<file path="src/rtl/match_clock_pkg.sv">
// match_clock_pkg
// Shared types and constants for the match clock.
//   clock_state_t : FSM state encoding (IDLE, RUN, PAUSED, OVER)
//   SEC_PER_MIN   : seconds per minute
//   MAX_MIN()     : largest minute value for a given BCD minute-digit count
//   MAX_TOTAL()   : largest total-seconds value for a given minute-digit count
package match_clock_pkg;

  typedef enum logic [1:0] {
    ST_IDLE   = 2'd0,
    ST_RUN    = 2'd1,
    ST_PAUSED = 2'd2,
    ST_OVER   = 2'd3
  } clock_state_t;

  localparam int SEC_PER_MIN = 60;

  function automatic int MAX_MIN(input int min_digits);
    int p;
    p = 1;
    for (int i = 0; i < min_digits; i++) p = p * 10;
    return p - 1;
  endfunction

  function automatic int MAX_TOTAL(input int min_digits);
    return MAX_MIN(min_digits) * SEC_PER_MIN + 59;
  endfunction

endpackage

</file>
<file path="src/rtl/secs_to_bcd.sv">
// secs_to_bcd
// Combinational conversion of a binary total-seconds value into BCD
// minutes and seconds digits.
//   total    : binary seconds, 0 .. MAX_TOTAL(MIN_DIGITS)
//   min_bcd  : BCD minutes, units digit in [3:0]
//   sec_tens : BCD seconds tens (0..5)
//   sec_ones : BCD seconds units
module secs_to_bcd
  import match_clock_pkg::*;
#(
  parameter int MIN_DIGITS = 1,
  parameter int TW         = 10
) (
  input  logic [TW-1:0]           total,
  output logic [4*MIN_DIGITS-1:0] min_bcd,
  output logic [3:0]              sec_tens,
  output logic [3:0]              sec_ones
);

  always_comb begin
    int unsigned mins;
    int unsigned secs;
    mins     = 32'(total) / SEC_PER_MIN;
    secs     = 32'(total) % SEC_PER_MIN;
    sec_tens = 4'(secs / 10);
    sec_ones = 4'(secs % 10);
    min_bcd  = '0;
    // Peel minute digits off least-significant first.
    for (int i = 0; i < MIN_DIGITS; i++) begin
      min_bcd[4*i +: 4] = 4'(mins % 10);
      mins              = mins / 10;
    end
  end

endmodule

</file>
<file path="src/rtl/match_clock.sv">
// match_clock
// MM:SS match timer (countdown or stopwatch) with pause/resume, runtime
// load, bonus time, and a low-time warning with blink strobe.
// Ports:
//   clk, resetN          : clock, asynchronous active-low reset
//   one_sec              : one-cycle tick, once per second
//   count_up             : 0 = countdown, 1 = stopwatch (latched on start)
//   start/pause/restart  : control pulses (restart has top priority)
//   load, load_min/sec   : IDLE-only load of a new time (clamped)
//   add_bonus            : add BONUS_SEC in RUN/PAUSED (subtract in up mode)
//   running, game_over   : state == RUN, state == OVER
//   time_up              : one-cycle pulse with the first game_over cycle
//   warning, blink       : low-time indication and its per-tick strobe
//   secOnes/secTens/minDigs : BCD display digits
//   dbg_state            : current FSM state, for observation
// Control inputs are level-sampled pulses: each is acted on in every cycle
// it is high; there is no handshake or back-pressure.
module match_clock
  import match_clock_pkg::*;
#(
  parameter int MIN_DIGITS = 1,
  parameter int START_MIN  = 2,
  parameter int START_SEC  = 0,
  parameter int BONUS_SEC  = 10,
  parameter int WARN_SEC   = 10
) (
  input  logic                    clk,
  input  logic                    resetN,
  input  logic                    one_sec,
  input  logic                    count_up,
  input  logic                    start,
  input  logic                    pause,
  input  logic                    restart,
  input  logic                    load,
  input  logic [6:0]              load_min,
  input  logic [5:0]              load_sec,
  input  logic                    add_bonus,
  output logic                    running,
  output logic                    game_over,
  output logic                    time_up,
  output logic                    warning,
  output logic                    blink,
  output logic [3:0]              secOnes,
  output logic [3:0]              secTens,
  output logic [4*MIN_DIGITS-1:0] minDigs,
  output clock_state_t            dbg_state
);

  localparam int MAX    = MAX_TOTAL(MIN_DIGITS);
  localparam int MAXMIN = MAX_MIN(MIN_DIGITS);
  localparam int TW     = $clog2(MAX + 1);

  localparam logic [TW-1:0] MAX_T   = TW'(MAX);
  localparam logic [TW-1:0] START_T = TW'(START_MIN * SEC_PER_MIN + START_SEC);
  localparam logic [TW-1:0] BONUS_T = TW'(BONUS_SEC);
  localparam logic [TW-1:0] WARN_T  = TW'(WARN_SEC);
  localparam logic [TW-1:0] ONE_T   = TW'(1);

  clock_state_t  state_q, state_d;
  logic [TW-1:0] total_q, total_d;
  logic          up_q, up_d;
  logic          blink_q, blink_d;
  logic          time_up_q;

  logic [6:0]    lm_c;
  logic [5:0]    ls_c;
  logic [TW-1:0] load_total;
  logic [TW:0]   bonus_sum;
  logic [TW-1:0] t_bonus;
  logic [TW-1:0] t_adj;
  logic          warning_c;
  logic          tick_qual;

  // Clamped load value and the bonus-adjusted total used by RUN/PAUSED.
  always_comb begin
    lm_c       = (32'(load_min) > MAXMIN) ? 7'(MAXMIN) : load_min;
    ls_c       = (load_sec > 6'd59) ? 6'd59 : load_sec;
    load_total = TW'(lm_c) * TW'(SEC_PER_MIN) + TW'(ls_c);

    bonus_sum  = {1'b0, total_q} + {1'b0, BONUS_T};
    if (!up_q)
      t_bonus = (bonus_sum > {1'b0, MAX_T}) ? MAX_T : bonus_sum[TW-1:0];
    else
      t_bonus = (total_q > BONUS_T) ? (total_q - BONUS_T) : '0;
    t_adj = add_bonus ? t_bonus : total_q;
  end

  assign warning_c = !up_q && ((state_q == ST_RUN) || (state_q == ST_PAUSED)) &&
                     (total_q != '0) && (total_q <= WARN_T);

  // Next-state / next-total logic.
  always_comb begin
    state_d   = state_q;
    total_d   = total_q;
    up_d      = up_q;
    tick_qual = 1'b0;
    if (restart) begin
      state_d = ST_IDLE;
      total_d = START_T;
    end else begin
      unique case (state_q)
        ST_IDLE: begin
          if (load) begin
            total_d = load_total;
          end else if (start) begin
            up_d = count_up;
            // Nothing left to count: a down count from 0:00 or an up count
            // already at the ceiling ends immediately.
            if ((!count_up && total_q == '0) || (count_up && total_q == MAX_T))
              state_d = ST_OVER;
            else
              state_d = ST_RUN;
          end
        end
        ST_RUN: begin
          total_d = t_adj;
          if (one_sec) begin
            tick_qual = warning_c;
            if (!up_q) begin
              if (t_adj != '0) total_d = t_adj - ONE_T;
              if (t_adj <= ONE_T) state_d = ST_OVER;
            end else begin
              if (t_adj != MAX_T) total_d = t_adj + ONE_T;
              if (t_adj >= MAX_T - ONE_T) state_d = ST_OVER;
            end
          end
          // Reaching OVER on the same cycle wins over a pause request.
          if (state_d == ST_RUN && pause) state_d = ST_PAUSED;
        end
        ST_PAUSED: begin
          total_d = t_adj;
          if (start) state_d = ST_RUN;
        end
        ST_OVER: begin
        end
        default: state_d = ST_IDLE;
      endcase
    end

    // Blink toggles per tick applied while warning is shown; it restarts
    // from 0 whenever the warning is not active.
    if (restart)        blink_d = 1'b0;
    else if (tick_qual) blink_d = ~blink_q;
    else if (!warning_c) blink_d = 1'b0;
    else                blink_d = blink_q;
  end

  always_ff @(posedge clk or negedge resetN) begin
    if (!resetN) begin
      state_q   <= ST_IDLE;
      total_q   <= START_T;
      up_q      <= 1'b0;
      blink_q   <= 1'b0;
      time_up_q <= 1'b0;
    end else begin
      state_q   <= state_d;
      total_q   <= total_d;
      up_q      <= up_d;
      blink_q   <= blink_d;
      time_up_q <= (state_d == ST_OVER) && (state_q != ST_OVER);
    end
  end

  assign running   = (state_q == ST_RUN);
  assign game_over = (state_q == ST_OVER);
  assign time_up   = time_up_q;
  assign warning   = warning_c;
  assign blink     = blink_q & warning_c;
  assign dbg_state = state_q;

  secs_to_bcd #(
    .MIN_DIGITS (MIN_DIGITS),
    .TW         (TW)
  ) u_bcd (
    .total    (total_q),
    .min_bcd  (minDigs),
    .sec_tens (secTens),
    .sec_ones (secOnes)
  );

endmodule
</file>
<file path="config.mk">
export PLATFORM = sky130hd
export DESIGN_NAME = match_clock
export DESIGN_NICKNAME = d
export VERILOG_FILES = /design/src/rtl/match_clock_pkg.sv /design/src/rtl/secs_to_bcd.sv /design/src/rtl/match_clock.sv
export SDC_FILE = /design/constraint.sdc
export NUM_CORES = 1
export LEC_CHECK = 0
export BUFFER_PORTS_ARGS = -buffer_cell sky130_fd_sc_hd__buf_2
export CORE_MARGIN = 1
export CORE_UTILIZATION = 62
export CTS_CLUSTER_SIZE = 28
export DETAILED_ROUTE_END_ITERATION = 7
export PLACE_DENSITY = 0.92
export SYNTH_ARGS = -nofsm -noshare
export SYNTH_HDL_FRONTEND = slang
export SYNTH_SLANG_ARGS = --single-unit
</file>
<file path="constraint.sdc">
create_clock -name clk -period 7.5 [get_ports clk]
set_clock_uncertainty 0.05 [all_clocks]
set_input_delay 1.5 -clock clk [delete_from_list [all_inputs] [get_ports clk]]
set_output_delay 1.5 -clock clk [all_outputs]
set_load 0.02 [all_outputs]
</file>
Word level (Yosys, flattened, before mapping)
Index checks and enable logic that the tools add are counted.
{"block": "classes", "add_sub_neg": 5, "n_mul": 1, "n_div": 5, "n_lt_le_gt_ge": 7, "n_eq_ne": 10, "muxes": 32, "n_bitwise": 4, "reduce_logical": 18}
{"operator": "$mux W10", "count": 10}
{"operator": "$mod A32 B4 Y32 const B", "count": 2}
{"operator": "$div A10 B6 Y32 const B", "count": 1}
{"operator": "$div A32 B4 Y32 const B", "count": 1}
{"operator": "$mod A10 B6 Y32 const B", "count": 1}
{"operator": "$pmux W10 S3", "count": 1}
{"operator": "$mux W2", "count": 12}
{"operator": "$reduce_bool A10 Y1", "count": 2}
{"operator": "$add A10 B4 Y11 const B", "count": 1}
{"operator": "$gt A11 B10 Y1 const B", "count": 1}
{"operator": "$add A10 B1 Y10 const B", "count": 1}
{"operator": "$add A10 B6 Y10", "count": 1}
{"operator": "$eq A10 B10 Y1 const B", "count": 1}
{"operator": "$ge A10 B10 Y1 const B", "count": 1}
{"operator": "$gt A10 B4 Y1 const B", "count": 1}
{"operator": "$le A10 B1 Y1 const B", "count": 1}
{"operator": "$le A10 B4 Y1 const B", "count": 1}
{"operator": "$logic_not A10 Y1", "count": 1}
{"operator": "$ne A10 B10 Y1 const B", "count": 1}
{"operator": "$sub A10 B1 Y10 const B", "count": 1}
{"operator": "$sub A10 B4 Y10 const B", "count": 1}
{"operator": "$mul A7 B4 Y8 const B", "count": 1}
{"operator": "$gt A7 B4 Y1 const B", "count": 1}
{"operator": "$logic_and A1 B1 Y1", "count": 7}
{"operator": "other kinds (18)", "count": 30}
{"block": "totals", "register_bits": 15, "in_bits": 22, "output_inout_bits": 19, "word_cells": 87}

Depth between registers and ports, before layout
{"block": "depth", "word_depth": 18, "depth_mapped": 20, "depth_no_buf": 19}

Hierarchy
A second synthesis with hierarchy kept.
{"block": "unflattened", "cells_unflattened": 659, "area_unflattened_um2": 4818.4}
{"module": "match_clock", "instances": 1, "cells_per_inst": 436, "area_per_inst_um2": 3295.7, "seq_area_each_um2": 380.4}
{"module": "secs_to_bcd", "instances": 1, "cells_per_inst": 223, "area_per_inst_um2": 1522.7, "seq_area_each_um2": 0.0}

Worst setup path before layout
Ideal clock, no wire load.
{"block": "synth_timing", "path_type": "reg-to-output", "start": "reg total_q[6]", "end": "out secOnes[1]", "arrival_ns": 4.493, "required_ns": 5.950, "path_slack_ns": 1.457, "stages_incl_launch_ff": 18, "n_path_buf": 1, "path_cell_list": "dfstp_2 buf_2 nand3_2 inv_2 ha_1 nor2b_1 a31oi_1 a211oi_2 o21ai_4 o41ai_2 a21oi_1 nor3_1 nor2_1 mux2i_2 xor2_1 o22ai_2 xnor2_1 o221ai_1"}
{"block": "synth_between", "elab_chain_cells": 2}
{"element": "start, declared", "line": "match_clock.sv:60", "source": "logic [TW-1:0] total_q, total_d;"}
{"element": "start signal, assigned", "line": "match_clock.sv:157", "source": "total_q <= total_d;"}
{"element": "$mod A10 B6 Y32", "line": "secs_to_bcd.sv:24", "source": "secs = 32'(total) % SEC_PER_MIN;"}
{"element": "$mod A32 B4 Y32", "line": "secs_to_bcd.sv:26", "source": "sec_ones = 4'(secs % 10);"}
{"element": "end, declared", "line": "match_clock.sv:43", "source": "output logic [3:0] secOnes,"}
Every way passes these cells.

Final worst setup path
{"block": "layout_timing", "start": "reg total_q[8]", "end": "out secOnes[1]"}
Same word-level chain as after synthesis.

==> results.ini <==
[worst_hold_path]
min_to = blink_q
min_path_cells = 2
worstHoldPathType = register to register
hold_start = blink_q

[timing]
min_period_ns = 7.028
worst_pin_slew_ns = 1.101
slew_viol_final = 0
slew_headroom_pct = 25.47
hold_violations = 0
fmax_ghz = 0.1423
fin_tns_setup_ns = 0
rsz0062_at_grt = false
period_share_pct = 93.71
finalSetupViolCount = 0

[worst_setup_path]
crit_fanout = 21
cp.arrival_ns = 5.48
end_kind = primary output
r2r_cells = 16
rrSetupSlack_ns = 2.03
cp_data_required_time_ns = 5.95
cp-start-kind = register
critical_path_class = register to primary output
r2r_end = total_q[3]
r2r-start = total_q[1]

[finish]
num_antenna_cells = 0
nNetsFinal = 712
drive_above_1_share_pct = 12.90
area_growth_pct = 4.914

[place]
io_buffers = 40
post-dp-hpwl_um = 9859
routabilityCongestion = 1.031

[grt]
grt-busiest-layer = met2
use_met2_pct = 60.03
grt.met1_usage_pct = 46.67
grt_pass1_wl_um = 21290
use_met3_pct = 2.286
grt_antenna_before_repair = 0
grt-ovfl-total = 0
track_usage_pct = 34.92
grt_max_degree = 29
grt_pass1_vias = 4499

[die]
die_h_um = 86.54
rows = 30
die-area_sq_um = 7488
initial_core_util_pct = 64.85
design.core.area_sq_um = 6832
die_w_um = 86.54
io_pins = 41

[synthesis]
synth_edf_count = 0
synth_cells = 640
yosysMostFrequentCell = nand2_1
yosysTopAreaCellShare_pct = 7.907
synth.top_cells.by_count = nand2_1, o21ai_0, nor2_1, inv_1, a21oi_1
synth.distinct_cells = 90
yosys.area.top_type = ha_1
yosysWarnings = 0
ys_seq_area_share_pct = 8.585
ys_ff_latch = 15
async_flop_share_pct = 100.0
syn_area_sq_um = 4430
syn_avg_cell_area_sq_um = 6.923
synthFlopType = dfrtp_1
netlist_top_cells_area = ha_1, dfrtp_1, o21ai_0

[clock_network]
clk_pin_slew_worst_paths_ns = 0.08
tritoncts = done
cts_sinks = 15
htree_levels = 1
cts_resized = 0
ctsHoldBuffers = 0
numCtsBuffers = 3
postCtsSetupBuffers = 0
clockBufferDepth = 2
cts_root_buffer = clkbuf_8
clkLatencyLatePin_ns = 0.26

[drt]
num_vias = 4987
avgViaCountPerCell = 6.676
drt_first_pass_iters = 6
drt-total-wl_um = 12830
ant_nets = 0
drtIter0Drc = 522
wire_per_inst_um = 17.17
remaining_drc_errors = 0

[power]
vdd_drop_max_v = 0.0002360
total_power_uw = 1894
leakage_uw = 0.001986
p_per_area_nw_per_um2 = 407.5

[job]
drv_cap = 0

[run_status]
status = finished, final reports clean

where the power goes:
part	switching [uW]	total (uW)	internal, uW
clock network	34.2	71.6	37.5
logic	1010	1640	624
registers	87.6	186	98.5
metal layers:
metal  routed length (um)  vias up  part of all wire [%]
met5                    0        -                     0
met4                  380        0                   3.0
met3                 1201       49                   9.4
met2                 6159      294                    48
met1                 5086     2286                    40
li1                     -     2358                     -
layout make-up:
class	count	area [sq um]
well taps	96	120.1
inverters	49	183.9
multi-input cells	542	3707
fillers	592	2183
repair buffers	41	207.7
flip-flops and latches	15	380.4
clock buffers	3	41.29
clock inverters	1	7.507
registers in the layout, summed over array words and instances (netlist names):
| name | flops |
|---|---|
| blink_q | 1 |
| time_up | 1 |
| up_q | 1 |
| dbg_state | 2 |
| total_q | 10 |
critical path, stage by stage (launching register included):
cell      delay [ns]
dfrtp_1         0.78
nand3_2         0.24
inv_2           0.13
ha_1            0.32
nor2b_1         0.30
a31oi_1         0.14
a211oi_2        0.42
nor3_1          0.09
nor3b_1         0.64
a21oi_1         0.17
nor3_1          0.70
nor2_1          0.11
mux2i_2         0.23
xor2_1          0.28
o22ai_2         0.13
xnor2_1         0.17
o221ai_1        0.17
buf_2           0.20
placed cells by master (no fill, tap or decap), types with 15 or more instances in the layout:
master,netlist,routed
a21oi_1,40,40
buf_2,7,40
ha_1,28,28
inv_1,48,48
nand2_1,62,62
nand3_1,24,24
nor2_1,49,49
nor2b_1,15,15
nor3_1,22,22
o21ai_0,51,51
xnor2_1,22,22
metrics by stage:
stage               hold slack [ns]  cells  instance area, sq um  util [%]  setup WS (ns)
floorplan                    0.5047    644                  4446         -          1.457
global placement             0.5662    743                  4599     67.33          1.269
detailed placement           0.5747    743                  4599     67.33         0.9987
CTS                          0.5846    747                  4648     68.04         0.6937
global route                 0.6018    747                  4648     68.04        0.05284
finish                       0.5874    747                  4648     68.04         0.4718
logic make-up (layout without fill, tap and decap cells):
| logic type | Yosys count | after routing | share of synthesized area (%) |
|---|---|---|---|
| AOI/OAI and AO/OA | 208 | 208 | 33.38 |
| xor gates and xnor gates | 31 | 31 | 6.467 |
| adders and majority gates | 39 | 39 | 12.68 |
| buffers and inverters | 87 | 94 | 8.077 |
| DFF | 15 | 15 | 8.585 |
| muxes | 8 | 8 | 2.005 |
| other | 2 | 6 | 0.1695 |
| and+or+nand+nor | 250 | 250 | 28.64 |
worst max-delay path by stage:
stage                          start          to  slack, ns  cells past startpoint
after floorplan           total_q[6]  secOnes[1]       1.46                     17
after global placement    total_q[8]  secOnes[1]       1.27                     17
after detailed placement  total_q[8]  secOnes[1]        1.0                     17
after CTS                 total_q[8]  secOnes[1]       0.69                     17
after global routing      total_q[8]  secOnes[1]       0.05                     17
final                     total_q[8]  secOnes[1]       0.47                     17
Power figures use the tool's default switching activity.
